## src/rtl/seq_restoring_divider_pkg.sv

```systemverilog
// -----------------------------------------------------------------------------
// seq_restoring_divider_pkg
// Shared definitions for the sequential restoring divider:
//   - FSM state encoding (S_IDLE, S_RUN, S_DONE)
//   - default operand width DIV_W
//   - iteration counter width helper
// Optional feature macro used by the divider: DIV_ZERO_CHECK_EN
// -----------------------------------------------------------------------------
package seq_restoring_divider_pkg;

    localparam int DIV_W = 16;

    localparam logic [1:0] S_IDLE = 2'd0;
    localparam logic [1:0] S_RUN  = 2'd1;
    localparam logic [1:0] S_DONE = 2'd2;

    // Counter must hold 0 .. 2W-1; one extra bit keeps headroom for any W.
    function automatic int cnt_width(input int w);
        return $clog2(2 * w) + 1;
    endfunction

endpackage

```

## src/rtl/seq_restoring_divider_div_step.sv

```systemverilog
// -----------------------------------------------------------------------------
// div_step
// One combinational restoring-division iteration.
// Ports:
//   rem_i      W+1  current partial remainder
//   bit_i      1    next dividend bit shifted in
//   divisor_i  W    divisor
//   rem_o      W+1  next partial remainder
//   q_o        1    quotient bit produced by this step
// -----------------------------------------------------------------------------
module div_step #(
    parameter int W = 16
) (
    input  logic [W:0]   rem_i,
    input  logic         bit_i,
    input  logic [W-1:0] divisor_i,
    output logic [W:0]   rem_o,
    output logic         q_o
);

    logic [W:0] shifted_s;
    logic [W:0] diff_s;

    // Shift in the next dividend bit, then subtract the divisor if it fits.
    always_comb begin
        // The previous remainder is always < divisor, so its top bit is zero and may be dropped.
        shifted_s = {rem_i[W-1:0], bit_i};
        diff_s    = shifted_s - {1'b0, divisor_i};
        if (shifted_s >= {1'b0, divisor_i}) begin
            rem_o = diff_s;
            q_o   = 1'b1;
        end else begin
            rem_o = shifted_s;
            q_o   = 1'b0;
        end
    end

endmodule

```

## src/rtl/seq_restoring_divider.sv

```systemverilog
// -----------------------------------------------------------------------------
// seq_restoring_divider
// Multi-cycle unsigned restoring divider: 2W-bit dividend / W-bit divisor,
// one quotient bit per clock, start/busy/done handshake.
// Ports:
//   clk        clock, rising edge
//   rst        asynchronous active-high reset
//   start      request, sampled only when not busy
//   dividend   2W  latched on an accepted start
//   divisor    W   latched on an accepted start
//   busy       high while iterating
//   done       one-cycle pulse, results valid from this cycle
//   quotient   2W  result, held until the next run completes
//   remainder  W   result, held as quotient
//   div_zero   divide-by-zero flag
// Configuration macro: DIV_ZERO_CHECK_EN
//   defined   -> zero divisor exits after one step with quotient all ones,
//                remainder 0 and div_zero set
//   undefined -> zero divisor runs the normal 2W steps, div_zero tied 0
// -----------------------------------------------------------------------------
module seq_restoring_divider
    import seq_restoring_divider_pkg::*;
#(
    parameter int W = DIV_W
) (
    input  logic           clk,
    input  logic           rst,
    input  logic           start,
    input  logic [2*W-1:0] dividend,
    input  logic [W-1:0]   divisor,
    output logic           busy,
    output logic           done,
    output logic [2*W-1:0] quotient,
    output logic [W-1:0]   remainder,
    output logic           div_zero
);

    localparam int CW = cnt_width(W);
    localparam logic [CW-1:0] LAST_CNT = CW'(2 * W - 1);

    logic [1:0]     state_q, state_d;
    logic [CW-1:0]  cnt_q,   cnt_d;
    logic [W:0]     rem_q,   rem_d;
    logic [2*W-1:0] dq_q,    dq_d;    // dividend shifts out the top, quotient bits enter at the bottom
    logic [W-1:0]   dvs_q,   dvs_d;
    logic [2*W-1:0] quo_q,   quo_d;
    logic [W-1:0]   rmd_q,   rmd_d;
    logic           busy_q,  busy_d;
    logic           done_q,  done_d;

    logic [W:0]     step_rem_s;
    logic           step_q_s;

`ifdef DIV_ZERO_CHECK_EN
    logic           dz_q, dz_d;
`endif

    div_step #(.W(W)) u_step (
        .rem_i     (rem_q),
        .bit_i     (dq_q[2*W-1]),
        .divisor_i (dvs_q),
        .rem_o     (step_rem_s),
        .q_o       (step_q_s)
    );

    // Next-state logic for the FSM, iteration datapath and result registers.
    always_comb begin
        state_d = state_q;
        cnt_d   = cnt_q;
        rem_d   = rem_q;
        dq_d    = dq_q;
        dvs_d   = dvs_q;
        quo_d   = quo_q;
        rmd_d   = rmd_q;
        busy_d  = 1'b0;
        done_d  = 1'b0;
`ifdef DIV_ZERO_CHECK_EN
        dz_d    = dz_q;
`endif
        case (state_q)
            S_IDLE, S_DONE: begin
                // A start in DONE wins over the return to IDLE.
                if (start) begin
                    state_d = S_RUN;
                    cnt_d   = {CW{1'b0}};
                    rem_d   = {(W+1){1'b0}};
                    dq_d    = dividend;
                    dvs_d   = divisor;
                    busy_d  = 1'b1;
`ifdef DIV_ZERO_CHECK_EN
                    dz_d    = 1'b0;
`endif
                end else begin
                    state_d = S_IDLE;
                end
            end
            S_RUN: begin
`ifdef DIV_ZERO_CHECK_EN
                if (dvs_q == {W{1'b0}}) begin
                    state_d = S_DONE;
                    done_d  = 1'b1;
                    quo_d   = {(2*W){1'b1}};
                    rmd_d   = {W{1'b0}};
                    dz_d    = 1'b1;
                end else begin
`endif
                    rem_d = step_rem_s;
                    dq_d  = {dq_q[2*W-2:0], step_q_s};
                    if (cnt_q == LAST_CNT) begin
                        state_d = S_DONE;
                        done_d  = 1'b1;
                        quo_d   = {dq_q[2*W-2:0], step_q_s};
                        rmd_d   = step_rem_s[W-1:0];
                    end else begin
                        cnt_d  = cnt_q + CW'(1);
                        busy_d = 1'b1;
                    end
`ifdef DIV_ZERO_CHECK_EN
                end
`endif
            end
            default: begin
                state_d = S_IDLE;
            end
        endcase
    end

    // State and datapath registers with asynchronous reset.
    always_ff @(posedge clk or posedge rst) begin
        if (rst) begin
            state_q <= S_IDLE;
            cnt_q   <= {CW{1'b0}};
            rem_q   <= {(W+1){1'b0}};
            dq_q    <= {(2*W){1'b0}};
            dvs_q   <= {W{1'b0}};
            quo_q   <= {(2*W){1'b0}};
            rmd_q   <= {W{1'b0}};
            busy_q  <= 1'b0;
            done_q  <= 1'b0;
        end else begin
            state_q <= state_d;
            cnt_q   <= cnt_d;
            rem_q   <= rem_d;
            dq_q    <= dq_d;
            dvs_q   <= dvs_d;
            quo_q   <= quo_d;
            rmd_q   <= rmd_d;
            busy_q  <= busy_d;
            done_q  <= done_d;
        end
    end

`ifdef DIV_ZERO_CHECK_EN
    // Divide-by-zero flag register.
    always_ff @(posedge clk or posedge rst) begin
        if (rst) begin
            dz_q <= 1'b0;
        end else begin
            dz_q <= dz_d;
        end
    end
    assign div_zero = dz_q;
`else
    assign div_zero = 1'b0;
`endif

    assign busy      = busy_q;
    assign done      = done_q;
    assign quotient  = quo_q;
    assign remainder = rmd_q;

endmodule

```

## config.mk

```make
export PLATFORM = sky130hd
export DESIGN_NAME = seq_restoring_divider
export DESIGN_NICKNAME = d
export VERILOG_FILES = /design/src/rtl/seq_restoring_divider_pkg.sv /design/src/rtl/seq_restoring_divider_div_step.sv /design/src/rtl/seq_restoring_divider.sv
export SDC_FILE = /design/constraint.sdc
export NUM_CORES = 1
export LEC_CHECK = 0
export ABC_AREA = 1
export CAP_MARGIN = 20
export CORE_ASPECT_RATIO = 0.8
export CORE_UTILIZATION = 40
export CTS_BUF_LIST = sky130_fd_sc_hd__clkbuf_4
export DETAILED_ROUTE_END_ITERATION = 12
export GPL_ROUTABILITY_DRIVEN = 0
export SLEW_MARGIN = 0
export SYNTH_ARGS = -nofsm -noshare
export SYNTH_HDL_FRONTEND = slang
export SYNTH_SLANG_ARGS = --single-unit
```

## constraint.sdc

```tcl
create_clock -name clk -period 6.2 [get_ports clk]
set_input_delay 0.62 -clock clk [delete_from_list [all_inputs] [get_ports clk]]
set_output_delay 0.62 -clock clk [all_outputs]
set_load 0.02 [all_outputs]
```

## Word level (Yosys, flattened, before mapping)

Cells that the tools add are included.

- Multiplexer cells: 17
- Bitwise gates (word level): 0
- Magnitude comparators: 1
- Multiply operators: 0
- $add $sub $neg: 2
- Equal/unequal tests: 6
- Reduce and logical (&&, ||, !) cells: 7
- Shift operators: 0
- Div/mod/pow operators: 0

Operator list:

| cell | count |
|---|---|
| case mux 32 bit (2 select lines) | 1 |
| two-way mux 16 bit | 2 |
| two-way mux 32 bit | 1 |
| case mux 16 bit (2 select lines) | 1 |
| greater-or-equal comparator 17 x 16 -> 1 bit | 1 |
| subtractor 16 bit | 1 |
| two-way mux 6 bit | 2 |
| case mux 6 bit (2 select lines) | 1 |
| adder 6 x 1 -> 6 bit, second input constant | 1 |
| equality test 6 x 5 -> 1 bit, second input constant | 1 |
| two-way mux 1 bit | 6 |
| inequality test 2 bit, second input constant | 3 |
| AND reduction 2 bit | 3 |
| case mux 2 bit (2 select lines) | 1 |
| AND reduction 3 bit | 1 |
| equality test 2 x 1 -> 1 bit, second input constant | 1 |
| equality test 2 bit, second input constant | 1 |
| zero test 2 bit | 1 |
| two-way mux 2 bit | 1 |
| case mux 1 bit (2 select lines) | 1 |
| nonzero test 2 bit | 1 |
| OR reduction 2 bit | 1 |

- Logic and storage cells: 42
- Input bits: 51
- RAM bits: 0
- Output and inout bits: 51
- Memories: 0
- ROM bits: 0
- Latch bits: 0
- Flip-flop bits (word level): 122

## Depth between registers and ports, before layout

Gate-level depths: netlist of the first run.

- Depth after elaboration: 4
- Gate-level depth with buffers: 15
- Mapped depth without buffers: 15

## Hierarchy

Synthesis of the first run repeated with hierarchy kept, for this count alone.

- Cells, all modules: 810
- Area total of the unflattened synthesis: 6341.1 µm²

Modules (own cells, without submodules):

| module | times used | area each (µm²) | cells each | seq. area each (µm²) |
|---|---|---|---|---|
| seq_restoring_divider | 1 | 4932.2 | 529 | 3078.0 |
| div_step | 1 | 1408.9 | 281 | 0.0 |

## Worst setup path before layout of the first run

OpenSTA, ideal clock, no wires.

- Path type: reg2reg
- Start point: register dq_q[31]
- End point: register rem_q[8]
- Cell stages (with the launch flop): 12
- Arrival time: 1.701 ns
- Clock period less this slack: 1.818 ns
- Path buffers: 0
- Setup time: 0.118 ns
- Path slack: 4.382 ns
- Data required time: 6.082 ns
- Cells stage by stage: dfrtp_1 > inv_1 > ha_1 > inv_1 > fa_1 > nand3_1 > nand3_1 > a21oi_1 > xor2_1 > nand2_1 > nand3_1 > nand2_1

- Word-level cells in the longest chain between the ends: 3
- Elaborated cells on any way between the ends: 4
- Those cells by class: add/sub (1); order compare (1); mux (2)

RTL lines:

| what | line | source |
|---|---|---|
| start, declared | seq_restoring_divider.sv:44 | `logic [2*W-1:0] dq_q, dq_d;` |
| start signal, assigned | seq_restoring_divider.sv:134 | `dq_q <= {(2*W){1'b0}};` |
| start signal, assigned | seq_restoring_divider.sv:144 | `dq_q <= dq_d;` |
| subtractor 16 bit / greater-or-equal comparator 17 x 16 -> 1 bit (equally long branches) | seq_restoring_divider_div_step.sv:28, seq_restoring_divider_div_step.sv:29 |  |
| two-way mux 16 bit * | seq_restoring_divider_div_step.sv:29 | `if (shifted_s >= {1'b0, divisor_i}) begin` |
| case mux 16 bit (2 select lines) * | seq_restoring_divider.sv:80 | `case (state_q)` |
| end signal, assigned | seq_restoring_divider.sv:133 | `rem_q <= {(W+1){1'b0}};` |
| end signal, assigned | seq_restoring_divider.sv:143 | `rem_q <= rem_d;` |
| end, declared | seq_restoring_divider.sv:43 | `logic [W:0] rem_q, rem_d;` |

Every way passes the cells marked *; elsewhere a longest branch is shown, timed or not.
A chain may end at the register's enable or synchronous reset.

## Final worst setup path of the first run

- Start point: register rem_q[10]
- End point: register rmd_q[7], in the netlist remainder[7]

- Word-level cells in the longest chain between the ends: 2

RTL lines:

| what | line | source |
|---|---|---|
| greater-or-equal comparator 17 x 16 -> 1 bit | seq_restoring_divider_div_step.sv:29 |  |
| two-way mux 16 bit | seq_restoring_divider_div_step.sv:29 |  |
| end signal, assigned | seq_restoring_divider.sv:137 | `rmd_q <= {W{1'b0}};` |
| end signal, assigned | seq_restoring_divider.sv:147 | `rmd_q <= rmd_d;` |
| end, declared | seq_restoring_divider.sv:47 | `logic [W-1:0] rmd_q, rmd_d;` |

No other way between the ends.

==> summary.md, run 1 <==
| Metric | Value |
|---|---|
| Largest net degree at the start of global routing | 73 |
| Initial drt markers | 338 |
| Resize count post-CTS | 0 |
| Chip Width | 138.7 um |
| Layout area overhead | 23.88% |
| Gr ovfl total | 0 |
| Htree depth | 4 |
| Critical-path maximum fanout | 18 |
| # Max-Cap Violations | 0 |
| Mapped Cells | 725 |
| Syn nets | 794 |
| Mapped Avg Cell Area | 8.248 um2 |
| Final cycle utilization of the critical path | 39.66% |
| Hold Path Origin | quotient[1] |
| Vias per inst | 4.991 |
| Global-route wire length before repair | 24830 um |
| Reg2reg setup slack | 3.74 ns |
| CP endpoint kind | flip-flop |
| Yosys Warn Count | 0 |
| TNS Setup | 0 ns |
| R2R Path End | remainder[7] |
| CP Cell Sequence | ha_1 -> nand2_1 -> nor2_1 -> and2_4 -> a21oi_4 -> nand2_4 -> nand2_1 -> nand2_1 -> nand2_1 -> nand2_1 |
| Hold crit path type | flip-flop to flip-flop |
| Hold Path Sink | quotient[1] |
| Top cell by count, worst path | nand2_1 |
| Relative slew slack | 35.68% |
| DP HPWL | 10050 um |
| Failing checks | DRC |
| Status | finished, violations left |
| Initial antenna violation count | 0 |
| Share of layout cells above drive strength 1 | 7.332% |
| Final antenna-violating net count | 0 |
| RSZ-0062 raised after global routing | no |
| Setup CP Type | flip-flop to flip-flop |
| DRT Pass-1 Iters | 10 |
| Buf+Inv Stages, Crit Path | 0 |
| Final Hold Vio Count | 0 |
| Avg WL per Cell | 14.48 um |
| Critical R2R Launch | rem_q[10] |
| Most frequent cells in the layout | nand2_1 (228), dfrtp_1 (122), clkdlybuf4s50_1 (100) |
| Min Tclk post-route | 2.459 ns |
| Initial Utilization | 41.40% |
| Setup Buffers After CTS | 0 |
| Worst skew pair latency | 0.56 ns |
| CTS Buffer Depth | 2 |
| Top delay family on crit path | simple AND/OR/NAND/NOR gates |
| CTS Buf Count | 17 |
| PortBufs | 100 |
| Worst Path Required | 6.65 ns |
| CTS tree | done |
| GRT Util Overall | 20.30% |
| Yosys cell types | 34 |
| Non-Filler Instances | 1016 |
| Routed WL | 14720 um |
| EDFF count, synth | 0 |
| Predominant post-synthesis flop cell | dfrtp_1 |
| Core footprint | 14440 um2 |
| CTS root buf | clkbuf_4 |
| Die height | 111.4 um |
| R2R depth | 10 |
| VDD IR-drop max | 185.6 uV |
| Row count | 39 |
| Slowest stage delay, CP | 0.50 ns |
| Leading cell type in the layout, fill and taps excluded | nand2_1 |
| DRC errors left | 6 |
| Pwr Density | 426.0 nW/um2 |
| Worst hold stages | 2 |
| Clock Sinks | 122 |
| Final setup viols | 0 |
| Crit path DAT | 2.91 ns |
| Leak Pwr | 3.688 nW |
| Worst-Margin Slew | 0.9637 ns |
| Fmax | 406.7 MHz |
| IO Pins | 102 |
| Total number of vias | 5071 |
| Post-synth ARST share | 100.0% |
| Vias in the first global route | 4992 |
| Sequential share of the synthesized area | 51.06% |
| Total die area | 15440 um2 |
| Synth Cell Area | 5979 um2 |
| Filler Cells Inserted | 1389 |
| Count of pins over their slew limit | 0 |
| Synthesis-stage register bit count | 122 |
| Nets | 888 |
| CTS clk-pin slew, worst paths | 0.13 ns |
| Slowest CP cell | a21oi_4 |
| Total design power | 3.155 mW |
| Layout Skew | 0.01795 ns |
| # hold bufs at CTS | 0 |
| Critical path startpoint category | flip-flop |
| ANT cells | 0 |
| DP Cell Count | 983 |
[metrics by stage]
| stage | setup WS, ns | utilization [%] | instance area [um2] | hold WS, ns |
|---|---|---|---|---|
| finish | 3.741 | 51.28 | 7407 | 0.4930 |
| global route | 3.584 | 51.28 | 7407 | 0.5172 |
| CTS | 3.750 | 51.09 | 7380 | 0.4985 |
| detailed placement | 3.189 | 49.23 | 7111 | 0.4650 |
| global placement | 3.256 | 49.09 | 7091 | 0.4590 |
| floorplan | 2.337 | - | 5979 | 0.4553 |
[final cells by class]
type | instances | area [um2] | share of cell area, %
multi-input combinational | 481 | 2432 | 32.84
sequential | 122 | 3053 | 41.22
inverter | 91 | 344.1 | 4.645
clock inverter | 15 | 141.4 | 1.909
clock buffer | 17 | 127.6 | 1.723
tap | 184 | 230.2 | 3.108
timing repair buffer | 106 | 1079 | 14.56
[sequential cells by signal (all words and copies together), names as in the netlist]
name and count:
quotient 32, cnt_q 6, done 1, rem_q 16
remainder 16, state_q 2, dq_q 32, busy 1
dvs_q 16
[power by group]
group,internal [mW],switching [mW],total [mW]
registers,0.989,0.113,1.10
clock network,0.205,0.340,0.545
logic,0.562,0.946,1.51
total,1.76,1.40,3.16
[cell families after synthesis]
group / count (synthesis) / synth area share [%]
adders and majority gates: 18 / 3.892
xor gates and xnor gates: 8 / 1.172
AOI/OAI and AO/OA: 113 / 10.94
and+or+nand+nor: 341 / 24.48
other: 1 / 0.06271
buffers and inverters: 122 / 8.391
DFF: 122 / 51.06
[worst max-delay path by stage]
stage | from | depth (start not counted) | to | slack (ns)
6_report | rem_q[10] | 10 | remainder[7] | 3.74
3_5_place_dp | start | 5 | dq_q[21] | 3.19
5_1_grt | rem_q[10] | 10 | remainder[7] | 3.58
3_3_place_gp | start | 5 | dq_q[21] | 3.26
4_1_cts | rem_q[10] | 10 | remainder[7] | 3.75
2_1_floorplan | rst | 1 | busy | 2.34
[worst register-to-register path: stages (launching register included)]
cell and delay, ns:
dfrtp_1 0.44, ha_1 0.39, nand2_1 0.17, nor2_1 0.07
and2_4 0.16, a21oi_4 0.50, nand2_4 0.29, nand2_1 0.13
nand2_1 0.08, nand2_1 0.10, nand2_1 0.05
[synthesized netlist by cell type, types with 10 or more instances]
master	count	area, um2
o22ai_1	18	112.6
ha_1	17	212.7
a221oi_1	14	122.6
inv_1	90	337.8
clkbuf_1	17	63.81
nand3_1	40	200.2
nand2_2	12	75.07
a21oi_1	29	145.1
nand3b_1	14	105.1
nand2_1	228	855.8
o21ai_0	48	240.2
dfrtp_1	122	3053
buf_2	10	50.05
nor2_1	33	123.9
[routing by layer]
metal	global-route usage [%]	part of all wire (%)	up-vias
met5	0	0	-
met4	7.778	1.2	0
met3	3.613	2.9	12
met2	32.12	47	81
met1	27.96	49	2450
li1	-	-	2528
(Power assumes the default switching activity.)
==> inputs of run 2 (changes only) <==
Settings changed: PLACE_DENSITY set to 0.65.
Clock period 6.2 ns to 2.2 ns, I/O delays scaled along.
==> run 2 against run 1 <==
  * Worst setup slack got worse by 3.6 ns
  * The run still ends with DRC left
  * Sequential share of layout area shrank 2.0 points
  * Wire length is 3.3% higher
  * Count of clock-buffer cells in the layout is the same
  * Combinational power grew to 3.2 times the previous value
  * Clock power grew to 3.3 times the previous value
  * Critical path type unchanged
  * Hold slack got worse by 0.26 ns
==> summary.md, run 2 (same netlist as run 1, synthesis figures left out) <==
| Metric | Value |
|---|---|
| Status | finished, violations left |
| Failing checks | DRC |
| Initial drt markers | 380 (+12%) |
| Largest net degree at the start of global routing | 66 (-9.6%) |
| Vias in the first global route | 5091 (+2.0%) |
| Avg WL per Cell | 14.72 um (+1.7%) |
| Hold crit path type | primary input to flip-flop |
| Global-route wire length before repair | 25210 um (+1.5%) |
| Top delay family on crit path | simple AND/OR/NAND/NOR gates |
| Sw Pwr | 4.209 mW (+200%) |
| Pwr Density | 1256 nW/um2 (+190%) |
| Chip Width | 138.7 um (unchanged) |
| Slowest stage delay, CP | 0.45 ns (-0.05 ns) |
| Layout area overhead | 30.22% |
| Leak Pwr | 3.802 nW (+3.1%) |
| Nets | 905 (+1.9%) |
| Storage element area | 3054 um2 (about the same) |
| Critical path startpoint category | flip-flop |
| Leading cell type in the layout, fill and taps excluded | nand2_1 |
| Gr ovfl total | 0 (unchanged) |
| CTS root buf | clkbuf_4 |
| IO Pins | 102 (unchanged) |
| CTS clk-pin slew, worst paths | 0.12 ns (about the same) |
| Routed WL | 15200 um (+3.3%) |
| Count of pins over their slew limit | 0 (unchanged) |
| Crit path DAT | 2.58 ns (-0.33 ns) |
| Clock Sinks | 122 (unchanged) |
| Filler Cells Inserted | 1327 (-4.5%) |
| Setup CP Type | flip-flop to flip-flop |
| Initial antenna violation count | 0 (unchanged) |
| GRT Util Overall | 20.37% (+0.071 points) |
| Worst Path Required | 2.68 ns (-3.97 ns) |
| # Max-Cap Violations | 0 (unchanged) |
| Row count | 39 (unchanged) |
| Htree depth | 4 (unchanged) |
| Fmax | 477.1 MHz (+17%) |
| Most frequent cells in the layout | nand2_1 (228), dfrtp_1 (121), clkdlybuf4s50_1 (100) |
| Layout Skew | 0.02299 ns (+0.005038 ns) |
| RSZ-0062 raised after global routing | yes |
| Multi-input gate area in the final layout | 2585 um2 (+6.3%) |
| Final setup viols | 0 (unchanged) |
| PortBufs | 100 (unchanged) |
| CTS Buf Count | 17 (unchanged) |
| Final antenna-violating net count | 0 (unchanged) |
| Logic pwr share | 49.6% (+1.8 points) |
| Core footprint | 14440 um2 (unchanged) |
| Slowest CP cell | dfrtp_1 |
| Total number of vias | 5213 (+2.8%) |
| ANT cells | 0 (unchanged) |
| Total die area | 15440 um2 (unchanged) |
| VDD IR-drop max | 500.7 uV (+170%) |
| Share of layout cells above drive strength 1 | 10.97% (+3.6 points) |
| DRC errors left | 9 (+3) |
| Register share of total power | 32.3% (-2.6 points) |
| Final Hold Vio Count | 0 (unchanged) |
| DRT Pass-1 Iters | 9 (-1) |
| Min Tclk post-route | 2.096 ns (-0.3632 ns) |
| CP endpoint kind | flip-flop |
| TNS Setup | 0 ns (unchanged) |
| CP Cell Sequence | ha_4 -> nand2_2 -> nor2_2 -> and2_1 -> nand2_2 -> nand2_2 -> nand2_8 -> nand2_8 -> buf_6 -> buf_4 -> nand2_1 -> nand2_1 |
| Total design power | 9.778 mW (+210%) |
| Critical-path maximum fanout | 10 (-8) |
| Worst skew pair latency | 0.55 ns (about the same) |
| Internal power | 5.569 mW (+220%) |
| Initial Utilization | 41.40% (unchanged) |
| DP HPWL | 10640 um (+5.9%) |
| Sw Ratio | 43.05% (-1.3 points) |
| Die height | 111.4 um (unchanged) |
| CTS tree | done |
| Clock share of power | 18.2% (+0.9 points) |
| CTS Buffer Depth | 2 (unchanged) |
| Top cell by count, worst path | nand2_2 |
| Vias per inst | 5.051 (+1.2%) |
| Final cycle utilization of the critical path | 95.26% (+56 points) |
| Buf+Inv Stages, Crit Path | 2 (+2) |
run 2: changes by cell type in the layout (fill, tap and decap cells not counted), moves of 5 or more:
cell / before / now
ha_1: 17 / 7
ha_4: 0 / 9
buf_4: 4 / 15
buf_12: 1 / 6
run 2: worst paths after layout:
check | startpoint | end | cells past startpoint | slack [ns]
setup / recovery | rem_q[10] | dq_q[0] | 12 | 0.10
hold reg to reg | remainder[13] | remainder[13] | 2 | 0.49
min in group asynchronous | rst | dq_q[6] | 3 | 0.56
setup reg to reg | rem_q[10] | dq_q[0] | 12 | 0.10
hold / removal | divisor[11] | dvs_q[11] | 3 | 0.23
max in group asynchronous | rst | remainder[12] | 4 | 0.95
run 2: power by group through the flow:
| stage | sequential (mW) | combinational [mW] | clock (mW) |
|---|---|---|---|
| finish | 3.15 | 4.85 | 1.78 |
| global route | 3.21 | 5.45 | 1.92 |
| CTS | 3.11 | 4.41 | 1.82 |
| detailed placement | 3.15 | 4.38 | 0 |
| global placement | 3.13 | 4.27 | 0 |
| floorplan | 3.10 | 3.32 | 0 |
run 2: per-stage QoR:
step	instance area, um2	std cells	setup WS [ns]	utilization (%)	hold slack [ns]
floorplan	5983	725	0.3817	-	0.3296
global placement	7272	996	0.09920	50.35	0.4622
detailed placement	7272	996	0.06893	50.35	0.4684
CTS	7596	1028	0.03536	52.59	0.2060
global route	7786	1032	-0.01472	53.91	0.2308
finish	7786	1032	0.1042	53.91	0.2303
run 2: area by class of cell:
class	count	share of cell area, %
Timing Repair Buffer	123	16.12
Clock buffer	17	1.639
Tap cell	184	2.957
Sequential cell	122	39.23
Inverter	91	4.467
Multi-Input combinational cell	481	33.20
Clock inverter	14	2.394
run 2: metal layers:
metal	up-vias	GRT usage (%)	routed length (um)
met2	120	31.17	6754
li1	2555	-	-
met5	-	0	0
met4	0	6.148	182
met1	2522	29.35	7553
met3	16	4.000	705
run 2: worst min-delay path, stage by stage:
cell and delay [ns]:
clkdlybuf4s50_1 0.39, nand2_1 0.06, o21ai_0 0.07
run 2: repair_timing:
action                                  CTS  global route
hold buffers                              1             0
gates resized for setup                   0            24
endpoints found under the hold margin    10             0
buffers inserted                          0             4
endpoints found under the setup margin    0            33
==> inputs of run 3 (changes only) <==
Settings changed: CORE_MARGIN set to 1.5, CORE_UTILIZATION 40 to 43, PLACE_DENSITY 0.65 to 0.7.
==> run 3 against run 2 <==
  * The run now ends clean
  * Via count fell by 0.79%
  * Register-to-register slack got worse by 0.04 ns
  * Final cell count is 0.78% lower
  * Sequential cell count stayed put
  * Fmax shrank 1.9%
  * Critical endpoint is now rem_q[8]
  * Largest cell class unchanged
  * Largest power group unchanged
==> summary.md, run 3 (same netlist as run 1, synthesis figures left out) <==
| Metric | Value |
|---|---|
| DP HPWL | 10140 um (-4.7%) |
| Initial drt markers | 296 (-22%) |
| Internal power | 5.398 mW (-3.1%) |
| Critical-path maximum fanout | 3 (-7) |
| IO Pins | 102 (unchanged) |
| Crit path DAT | 2.55 ns (-0.03 ns) |
| Routed WL | 14670 um (-3.4%) |
| Share of layout cells above drive strength 1 | 9.834% (-1.1 points) |
| Total die area | 14630 um2 (-5.3%) |
| Top delay family on crit path | adder cells |
| Initial Utilization | 44.13% (+2.7 points) |
| Worst skew pair latency | 0.53 ns (-0.02 ns) |
| Filler Cells Inserted | 1212 (-8.7%) |
| Gr ovfl total | 0 (unchanged) |
| Leading cell type in the layout, fill and taps excluded | nand2_1 |
| GRT Util Overall | 21.31% (+0.93 points) |
| Global-route wire length before repair | 24460 um (-3.0%) |
| Hold crit path type | primary input to async pin |
| Initial antenna violation count | 0 (unchanged) |
| Count of pins over their slew limit | 0 (unchanged) |
| CP endpoint kind | flip-flop |
| Clock share of power | 18.5% (+0.3 points) |
| CTS Buffer Depth | 2 (unchanged) |
| Total number of vias | 5172 (-0.79%) |
| Sw Ratio | 43.31% (+0.26 points) |
| Post-place setup slack | 0.01212 ns (-0.05681 ns) |
| Nets | 900 (-0.55%) |
| Crit. Startpoint | dq_q[31] |
| Logic pwr share | 48.7% (-0.9 points) |
| CTS root buf | clkbuf_4 |
| Die height | 108.5 um (-2.6%) |
| Row count | 38 (-2.6%) |
| Critical R2R Launch | dq_q[31] |
| ANT cells | 0 (unchanged) |
| Status | finished clean |
| Layout area overhead | 27.98% |
| # hold bufs at CTS | 0 (-1) |
| # Max-Cap Violations | 0 (unchanged) |
| Vias in the first global route | 5093 (+0.039%) |
| CTS clk-pin slew, worst paths | 0.12 ns (about the same) |
| Largest net degree at the start of global routing | 123 (+86%) |
| Vias per inst | 5.051 (about the same) |
| Worst Path Required | 2.61 ns (-0.07 ns) |
| DRT Pass-1 Iters | 4 (-5) |
| Worst-Margin Slew | 0.6412 ns |
| Slowest stage delay, CP | 0.39 ns (-0.06 ns) |
| Setup CP Type | flip-flop to flip-flop |
| CP Cell Sequence | inv_1 -> ha_1 -> inv_1 -> fa_2 -> nand3_1 -> nand3_2 -> a21oi_2 -> xor2_1 -> nand2_1 -> nand3_1 -> nand2_1 |
| VDD IR-drop max | 625.3 uV (+25%) |
| Layout Skew | 0.01885 ns (-0.004136 ns) |
| Min Tclk post-route | 2.137 ns (+0.04142 ns) |
| Final antenna-violating net count | 0 (unchanged) |
| Core footprint | 13550 um2 (-6.2%) |
| Most frequent cells in the layout | nand2_1 (228), dfrtp_1 (122), clkdlybuf4s50_1 (100) |
| CTS Buf Count | 17 (unchanged) |
| DRC errors left | 0 (-9) |
| Sw Pwr | 4.123 mW (-2.0%) |
| Pwr Density | 1244 nW/um2 (-0.92%) |
| Fmax | 467.9 MHz (-1.9%) |
| Clock Sinks | 122 (unchanged) |
| PortBufs | 100 (unchanged) |
| Hold slack | 0.2166 ns (-0.01379 ns) |
| Setup ws final | 0.06277 ns (-0.04142 ns) |
| Final cycle utilization of the critical path | 97.15% (+1.9 points) |
| Buf+Inv Stages, Crit Path | 2 (unchanged) |
| Htree depth | 4 (unchanged) |
| Slowest CP cell | dfrtp_1 |
| Chip Width | 134.8 um (-2.8%) |
| CTS tree | done |
| Avg WL per Cell | 14.33 um (-2.7%) |
| Critical path startpoint category | flip-flop |
| Final setup viols | 0 (unchanged) |
| Relative slew slack | 57.25% |
| Register share of total power | 32.8% (+0.5 points) |
| Leak Pwr | 3.774 nW (-0.72%) |
| Final Hold Vio Count | 0 (unchanged) |
run 3: cell types whose count changed in the layout (fill, tap and decap cells not counted), moves of 2 or more:
| cell | previous run | this run |
|---|---|---|
| buf_12 | 6 | 4 |
| buf_4 | 15 | 13 |
| ha_1 | 7 | 12 |
| ha_4 | 9 | 4 |
run 3: final cells by class:
cell class                 count  area (um2)  area share [%]
sequential                   122        3053           39.90
multi-input combinational    481        2524           32.98
timing repair buffer         118        1190           15.55
inverter                      91       345.3           4.513
tap                          180       225.2           2.943
clock inverter                15       187.7           2.453
clock buffer                  17       127.6           1.668
run 3: power groups by stage:
stage / clock [mW] / combinational [mW] / sequential [mW]
finish: 1.77 / 4.64 / 3.12
global route: 1.94 / 5.23 / 3.18
CTS: 1.80 / 4.40 / 3.09
detailed placement: 0 / 4.34 / 3.13
global placement: 0 / 4.21 / 3.12
floorplan: 0 / 3.32 / 3.10
run 3: repair_timing:
item,in CTS,in global routing
setup endpoints to repair,2,34
buffers inserted,0,2
pin swaps,0,2
resized for setup,2,13
run 3: final timing paths:
path	cells after the start	to	slack, ns
setup / recovery	11	rem_q[8]	0.06
hold / removal	3	quotient[6]	0.22
setup reg to reg	11	rem_q[8]	0.06
hold reg to reg	2	remainder[8]	0.50
max in group asynchronous	3	quotient[0]	1.50
min in group clk	3	dvs_q[0]	0.23
run 3: worst reg2reg max path: stages, from the launching register on:
cell and delay, ns:
dfrtp_1 0.39, inv_1 0.11, ha_1 0.16, inv_1 0.07
fa_2 0.38, nand3_1 0.11, nand3_2 0.14, a21oi_2 0.19
xor2_1 0.23, nand2_1 0.11, nand3_1 0.08, nand2_1 0.05
run 3: stage by stage:
stage	total power, mW	util (%)	area [um2]	TNS [ns]	cells
after floorplan	6.422	-	5983	0	725
after global placement	7.328	53.33	7227	0	990
after detailed placement	7.480	53.33	7227	0	990
after CTS	9.300	55.72	7551	0	1022
after global routing	10.35	56.47	7652	-0.02160	1024
final	9.521	56.47	7652	0	1024
run 3: routing by layer:
metal / vias up / share of wire [%] / GRT usage, %
met5: - / 0 / 0
met4: 0 / 2.1 / 7.220
met3: 25 / 5.7 / 5.345
met2: 144 / 45 / 33.30
met1: 2458 / 47 / 29.09
li1: 2545 / - / -
